### src/rtl/axis_sync_fifo_if.sv
// AXI-Stream bus bundle for axis_sync_fifo: write side (s_axis) and read side (m_axis).
// The slave modport is the FIFO's view; master is the view of the surrounding logic.
interface axis_sync_fifo_if #(
    parameter int p_data_width = 8
);
    logic [p_data_width-1:0] i_s_axis_tdata;
    logic                    i_s_axis_tvalid;
    logic                    o_s_axis_tready;
    logic [p_data_width-1:0] o_m_axis_tdata;
    logic                    o_m_axis_tvalid;
    logic                    i_m_axis_tready;

    modport slave (
        input  i_s_axis_tdata,
        input  i_s_axis_tvalid,
        output o_s_axis_tready,
        output o_m_axis_tdata,
        output o_m_axis_tvalid,
        input  i_m_axis_tready
    );

    modport master (
        output i_s_axis_tdata,
        output i_s_axis_tvalid,
        input  o_s_axis_tready,
        input  o_m_axis_tdata,
        input  o_m_axis_tvalid,
        output i_m_axis_tready
    );
endinterface

### src/rtl/axis_sync_fifo.sv
// Single-clock first-word-fall-through AXI-Stream FIFO, 2**p_addr_width entries.
// Status flags and handshakes are decoded from a registered fill count; storage is not reset.
module axis_sync_fifo #(
    parameter int p_data_width = 8,
    parameter int p_addr_width = 4
) (
    input  logic                  i_clk,
    input  logic                  i_reset_n,
    input  logic                  i_sclr,
    axis_sync_fifo_if.slave       bus,
    output logic [p_addr_width:0] o_count,
    output logic                  o_full,
    output logic                  o_empty
);
    localparam int DEPTH = 1 << p_addr_width;
    localparam logic [p_addr_width:0] FULL_CNT = (p_addr_width + 1)'(DEPTH);

    logic [p_data_width-1:0] mem_q [DEPTH];
    logic [p_addr_width-1:0] wr_ptr_q, wr_ptr_d;
    logic [p_addr_width-1:0] rd_ptr_q, rd_ptr_d;
    logic [p_addr_width:0]   count_q, count_d;
    logic                    push, pop;

    // Flags come straight off the registered count so they are glitch-free and
    // fall to their reset values as soon as the async reset hits the count.
    assign o_count             = count_q;
    assign o_full              = (count_q == FULL_CNT);
    assign o_empty             = (count_q == '0);
    assign bus.o_s_axis_tready = !o_full;
    assign bus.o_m_axis_tvalid = !o_empty;
    assign bus.o_m_axis_tdata  = mem_q[rd_ptr_q];

    // A full FIFO refuses writes even when a pop frees a slot this cycle.
    assign push = bus.i_s_axis_tvalid && !o_full;
    assign pop  = bus.i_m_axis_tready && !o_empty;

    // Next-state pointers and count; a flush overrides any transfer.
    always_comb begin
        wr_ptr_d = wr_ptr_q;
        rd_ptr_d = rd_ptr_q;
        count_d  = count_q;
        if (i_sclr) begin
            wr_ptr_d = '0;
            rd_ptr_d = '0;
            count_d  = '0;
        end else begin
            if (push) wr_ptr_d = wr_ptr_q + 1'b1;
            if (pop)  rd_ptr_d = rd_ptr_q + 1'b1;
            if (push && !pop)      count_d = count_q + 1'b1;
            else if (pop && !push) count_d = count_q - 1'b1;
        end
    end

    // Pointer and count registers.
    always_ff @(posedge i_clk or negedge i_reset_n) begin
        if (!i_reset_n) begin
            wr_ptr_q <= '0;
            rd_ptr_q <= '0;
            count_q  <= '0;
        end else begin
            wr_ptr_q <= wr_ptr_d;
            rd_ptr_q <= rd_ptr_d;
            count_q  <= count_d;
        end
    end

    // Storage write; a push during a flush lands in a slot the flush abandons.
    always_ff @(posedge i_clk) begin
        if (push) mem_q[wr_ptr_q] <= bus.i_s_axis_tdata;
    end
endmodule

### src/flat_wrapper.sv
// flat-port wrapper written by rule: the top's interface ports become plain ports
module axis_sync_fifo_flat 
#(
    parameter int p_data_width = 8,
    parameter int p_addr_width = 4
)
  (i_clk, i_reset_n, i_sclr, o_count, o_full, o_empty, bus_i_s_axis_tdata, bus_i_s_axis_tvalid, bus_o_s_axis_tready, bus_o_m_axis_tdata, bus_o_m_axis_tvalid, bus_i_m_axis_tready);
  axis_sync_fifo_if #(.p_data_width(p_data_width)) bus_i ();
  input  logic i_clk;
  input  logic i_reset_n;
  input  logic i_sclr;
  output logic [p_addr_width:0] o_count;
  output logic o_full;
  output logic o_empty;
  input wire logic [$bits(bus_i.i_s_axis_tdata)-1:0] bus_i_s_axis_tdata;
  input wire logic [$bits(bus_i.i_s_axis_tvalid)-1:0] bus_i_s_axis_tvalid;
  output wire logic [$bits(bus_i.o_s_axis_tready)-1:0] bus_o_s_axis_tready;
  output wire logic [$bits(bus_i.o_m_axis_tdata)-1:0] bus_o_m_axis_tdata;
  output wire logic [$bits(bus_i.o_m_axis_tvalid)-1:0] bus_o_m_axis_tvalid;
  input wire logic [$bits(bus_i.i_m_axis_tready)-1:0] bus_i_m_axis_tready;
  assign bus_i.i_s_axis_tdata = bus_i_s_axis_tdata;
  assign bus_i.i_s_axis_tvalid = bus_i_s_axis_tvalid;
  assign bus_o_s_axis_tready = bus_i.o_s_axis_tready;
  assign bus_o_m_axis_tdata = bus_i.o_m_axis_tdata;
  assign bus_o_m_axis_tvalid = bus_i.o_m_axis_tvalid;
  assign bus_i.i_m_axis_tready = bus_i_m_axis_tready;
  axis_sync_fifo #(.p_data_width(p_data_width), .p_addr_width(p_addr_width)) u_core (.i_clk(i_clk), .i_reset_n(i_reset_n), .i_sclr(i_sclr), .bus(bus_i), .o_count(o_count), .o_full(o_full), .o_empty(o_empty));
endmodule
### config.mk
export PLATFORM = sky130hd
export DESIGN_NAME = axis_sync_fifo_flat
export DESIGN_NICKNAME = d
export VERILOG_FILES = /design/src/rtl/axis_sync_fifo_if.sv /design/src/rtl/axis_sync_fifo.sv /design/src/flat_wrapper.sv
export SDC_FILE = /design/constraint.sdc
export NUM_CORES = 1
export LEC_CHECK = 0
export BUFFER_PORTS_ARGS = -buffer_cell sky130_fd_sc_hd__clkbuf_2
export CORE_ASPECT_RATIO = 0.8
export CORE_UTILIZATION = 60
export DETAILED_ROUTE_END_ITERATION = 12
export GPL_TIMING_DRIVEN = 0
export PLACE_DENSITY = 0.87
export SYNTH_ARGS = -nofsm -noshare
export SYNTH_HDL_FRONTEND = slang
export SYNTH_SLANG_ARGS = --single-unit
export TNS_END_PERCENT = 30
### constraint.sdc
create_clock -name i_clk -period 3 [get_ports i_clk]
set_input_delay 0.15 -clock i_clk [delete_from_list [all_inputs] [get_ports i_clk]]
set_output_delay 0.15 -clock i_clk [all_outputs]
set_load 0.01 [all_outputs]
==> impl_metrics.toml <==
[outcome]
outcome = "completed"

[worst_setup_path]
cpPeakStageDelay_ns = 0.55
startpoint_type = "flop"
cpMostUsedCell = "a21oi_1"
cp_slowest_cell = "nor4_4"
regToRegEndpoint = "u_core.o_count[4]"
path_cells = "nor4_4 > a21boi_4 > nand2_1 > ha_1 > a21oi_1 > a21oi_1 > a311o_1 > a31oi_1"
crit_required_ns = 3.32
crit_family = "compound AO/OA/AOI/OAI gates"
rrSetupSlack_ns = 0.22
worst-r2r-cell-count = 8
reg2reg_from = "u_core.o_count[1]"
critPathKind = "reg2reg"
endpoint_kind = "flop"
crit_fanout = 7
critPathBufInv = 0
worst-endpoint-arrival_ns = 3.10

[yosys]
synth_top_area_cell = "edfxtp_1"
synth_top_area_share = 0.644
yosysWarnings = 0
ys_ff_latch = 141
avgSynthCellArea_um2 = 20.3
syn_area_um2 = 5970
ys_seq_area_frac = 0.699
synthFlopType = "edfxtp_1"
synthTopCellsByArea = "edfxtp_1, mux4_2, dfrtp_1, mux4_1, ha_1"
synthesis.nets = 317
synthCells = 294
synthArstFlopShare = 0.0922
yosysUniqueCellTypes = 42
synth_edf_count = 128

[layout]
final_layout_size_suffix_gt1_frac = 0.279
regArea_um2 = 4170
fin_cells = 491
fillers = 573
multi_input_area_um2 = 1650
design_area_um2 = 6810
layout.nets = 365
syn_to_final_growth_pct = 14.2
finish.utilization = 0.706
n_antenna_cell = 0

[clocking]
cts-root-buf = "clkbuf_16"
clock_sink_count = 141
h-tree-depth = 4
cts_made_buffers = 17
clk_pin_slew_ns = 0.05
worstSkewPairLatency_ns = 0.41
cts_tree = "built"
clk_path_buf_depth = 2

[global_routing]
grt_antenna_before_repair = 0
track_usage = 0.247
grt_max_degree = 17
grt_overflow = 0
grt_first_pass_wirelength_um = 17400
grt_pass1_vias = 3019

[sta]
tns_ns = 0
clock.fmax_ghz = 0.360
period_minus_slack_ns = 2.78
worst_pin_slew_ns = 0.852
setup-violations-final = 0
hold_ws_ns = 0.114
hold_violations = 0
relSlewSlack = 0.430
post-route-period-util = 0.927
finClkSkew_ns = 0.00834
finalMaxSlewViolations = 0
rsz0062_at_grt = "no"

[min_path]
hp-start = "i_sclr"
hold_path.class = "in2reg"
holdPathEnd = "u_core.o_count[1]"
hold_depth = 3

[floorplan]
num_rows = 32
num_io_pins = 30
die_x_um = 113
coreArea_um2 = 9650
die-area_um2 = 10400
die_h_um = 91.2
start_util = 0.618

[power]
peakVddDrop_mv = 0.517
pwr_density_cell_nw_per_um2 = 844
p_leak_nw = 2.35

[routing]
drt-pass1-iter-count = 5
routedWlPerCell_um = 23.7
vias = 3018
vias_per_cell = 6.15
drtIter0Drc = 259
totalWireLength_um = 11600
drt.antenna.violating_nets = 0
route.detailed.drc = 0

[place]
dp_cells = 458
placed_area_um2 = 6280
gp_congestion = 0.868
portBuffers = 28
post-dp-hpwl_um = 7330

[job]
max_cap_viol_count = 0
[tightest hold or removal path, cell delays in order]
cell and delay (ns):
clkbuf_2 0.16, nand2b_1 0.12, mux2i_1 0.05
[cell families after synthesis]
| logic type | after synthesis | share of synthesized area |
|---|---|---|
| AOI/OAI and AO/OA | 19 | 0.0260 |
| xor gates and xnor gates | 7 | 0.0103 |
| muxes | 46 | 0.170 |
| DFF | 141 | 0.699 |
| buffers and inverters | 22 | 0.0254 |
| and+or+nand+nor | 49 | 0.0476 |
| adders and majority gates | 10 | 0.0222 |
[final cells by class]
class / instances / area share
sequential: 141 / 0.612
multi-input combinational: 131 / 0.243
clock buffer: 21 / 0.0647
tap: 136 / 0.0250
timing repair buffer: 29 / 0.0220
buffer: 13 / 0.0173
clock inverter: 11 / 0.0112
inverter: 9 / 0.00496
[placed cells by master, fill, tap and decap left out, types with 2 or more instances in the layout]
cell type   synthesis  routed
clkbuf_2            0      28
edfxtp_1          128     128
inv_1               9       9
buf_4               2       2
mux2_4              3       3
buf_6               4       4
and3b_1             2       2
nand3_1             5       5
clkbuf_1            2       6
nor2b_1             3       3
nor2_1             14      14
mux2i_1             3       3
mux4_1             10      10
o211ai_1            3       3
clkinv_1            0       7
ha_1                9       9
dfrtp_1            13      13
nand2_1             3       3
clkbuf_16           0      17
buf_2               3       3
a21oi_1             4       4
nand2b_1            3       3
xnor2_1             3       3
mux4_2             30      30
a21o_1              2       2
and2_1             13      13
xor2_1              4       4
clkinvlp_4          0       2
[cell usage after synthesis, types with 2 or more instances]
library cell    n
edfxtp_1      128
mux4_2         30
nor2_1         14
and2_1         13
dfrtp_1        13
mux4_1         10
ha_1            9
inv_1           9
nand3_1         5
a21oi_1         4
buf_6           4
xor2_1          4
buf_2           3
mux2_4          3
mux2i_1         3
nand2_1         3
nand2b_1        3
nor2b_1         3
o211ai_1        3
xnor2_1         3
a21boi_2        2
a21o_1          2
and3b_1         2
buf_4           2
clkbuf_1        2
[worst max path at each step]
stage,start,to,slack (ns),cells past startpoint
2_1_floorplan,u_core.o_count[0],u_core.o_count[4],0.61,8
3_3_place_gp,u_core.o_count[0],u_core.o_count[4],0.35,8
3_5_place_dp,u_core.o_count[0],u_core.o_count[4],0.34,8
4_1_cts,u_core.o_count[0],u_core.o_count[4],0.16,8
5_1_grt,u_core.o_count[1],u_core.o_count[4],0.04,8
6_report,u_core.o_count[1],u_core.o_count[4],0.22,8
[state kept, by name, indices dropped and copies added, names as in the netlist]
register         flops
u_core.wr_ptr_q      4
u_core.o_count       5
u_core.rd_ptr_q      4
u_core.mem_q       128
[metal layers]
| layer | track usage | part of all wire |
|---|---|---|
| met2 | 0.385 | 0.49 |
| met5 | 0 | 0 |
| met3 | 0.0881 | 0.076 |
| met4 | 0.0789 | 0.018 |
| met1 | 0.330 | 0.41 |
[what timing repair did]
item | 4_1_cts | 5_1_grt
gates resized for setup | 0 | 1
hold buffers | 1 | 0
buffers inserted | 0 | 0
hold endpoints to repair | 13 | 0
endpoints found under the setup margin | 0 | 1
[per-stage QoR]
| step | total power, W | worst slack, ns |
|---|---|---|
| 6_report | 0.00575 | 0.219 |
| 5_1_grt | 0.00599 | 0.0357 |
| 4_1_cts | 0.00578 | 0.160 |
| 3_5_place_dp | 0.00393 | 0.341 |
| 3_3_place_gp | 0.00387 | 0.349 |
| 2_1_floorplan | 0.00348 | 0.610 |
[power by group]
group / leakage [nW] / total [W] / internal [W] / switching [W]
sequential: 1.33 / 0.00235 / 0.00224 / 0.000102
combinational: 0.779 / 0.00157 / 0.000774 / 0.000793
clock: 0.244 / 0.00184 / 0.00111 / 0.000723
total: 2.35 / 0.00575 / 0.00413 / 0.00162
(Power assumes the default switching activity.)
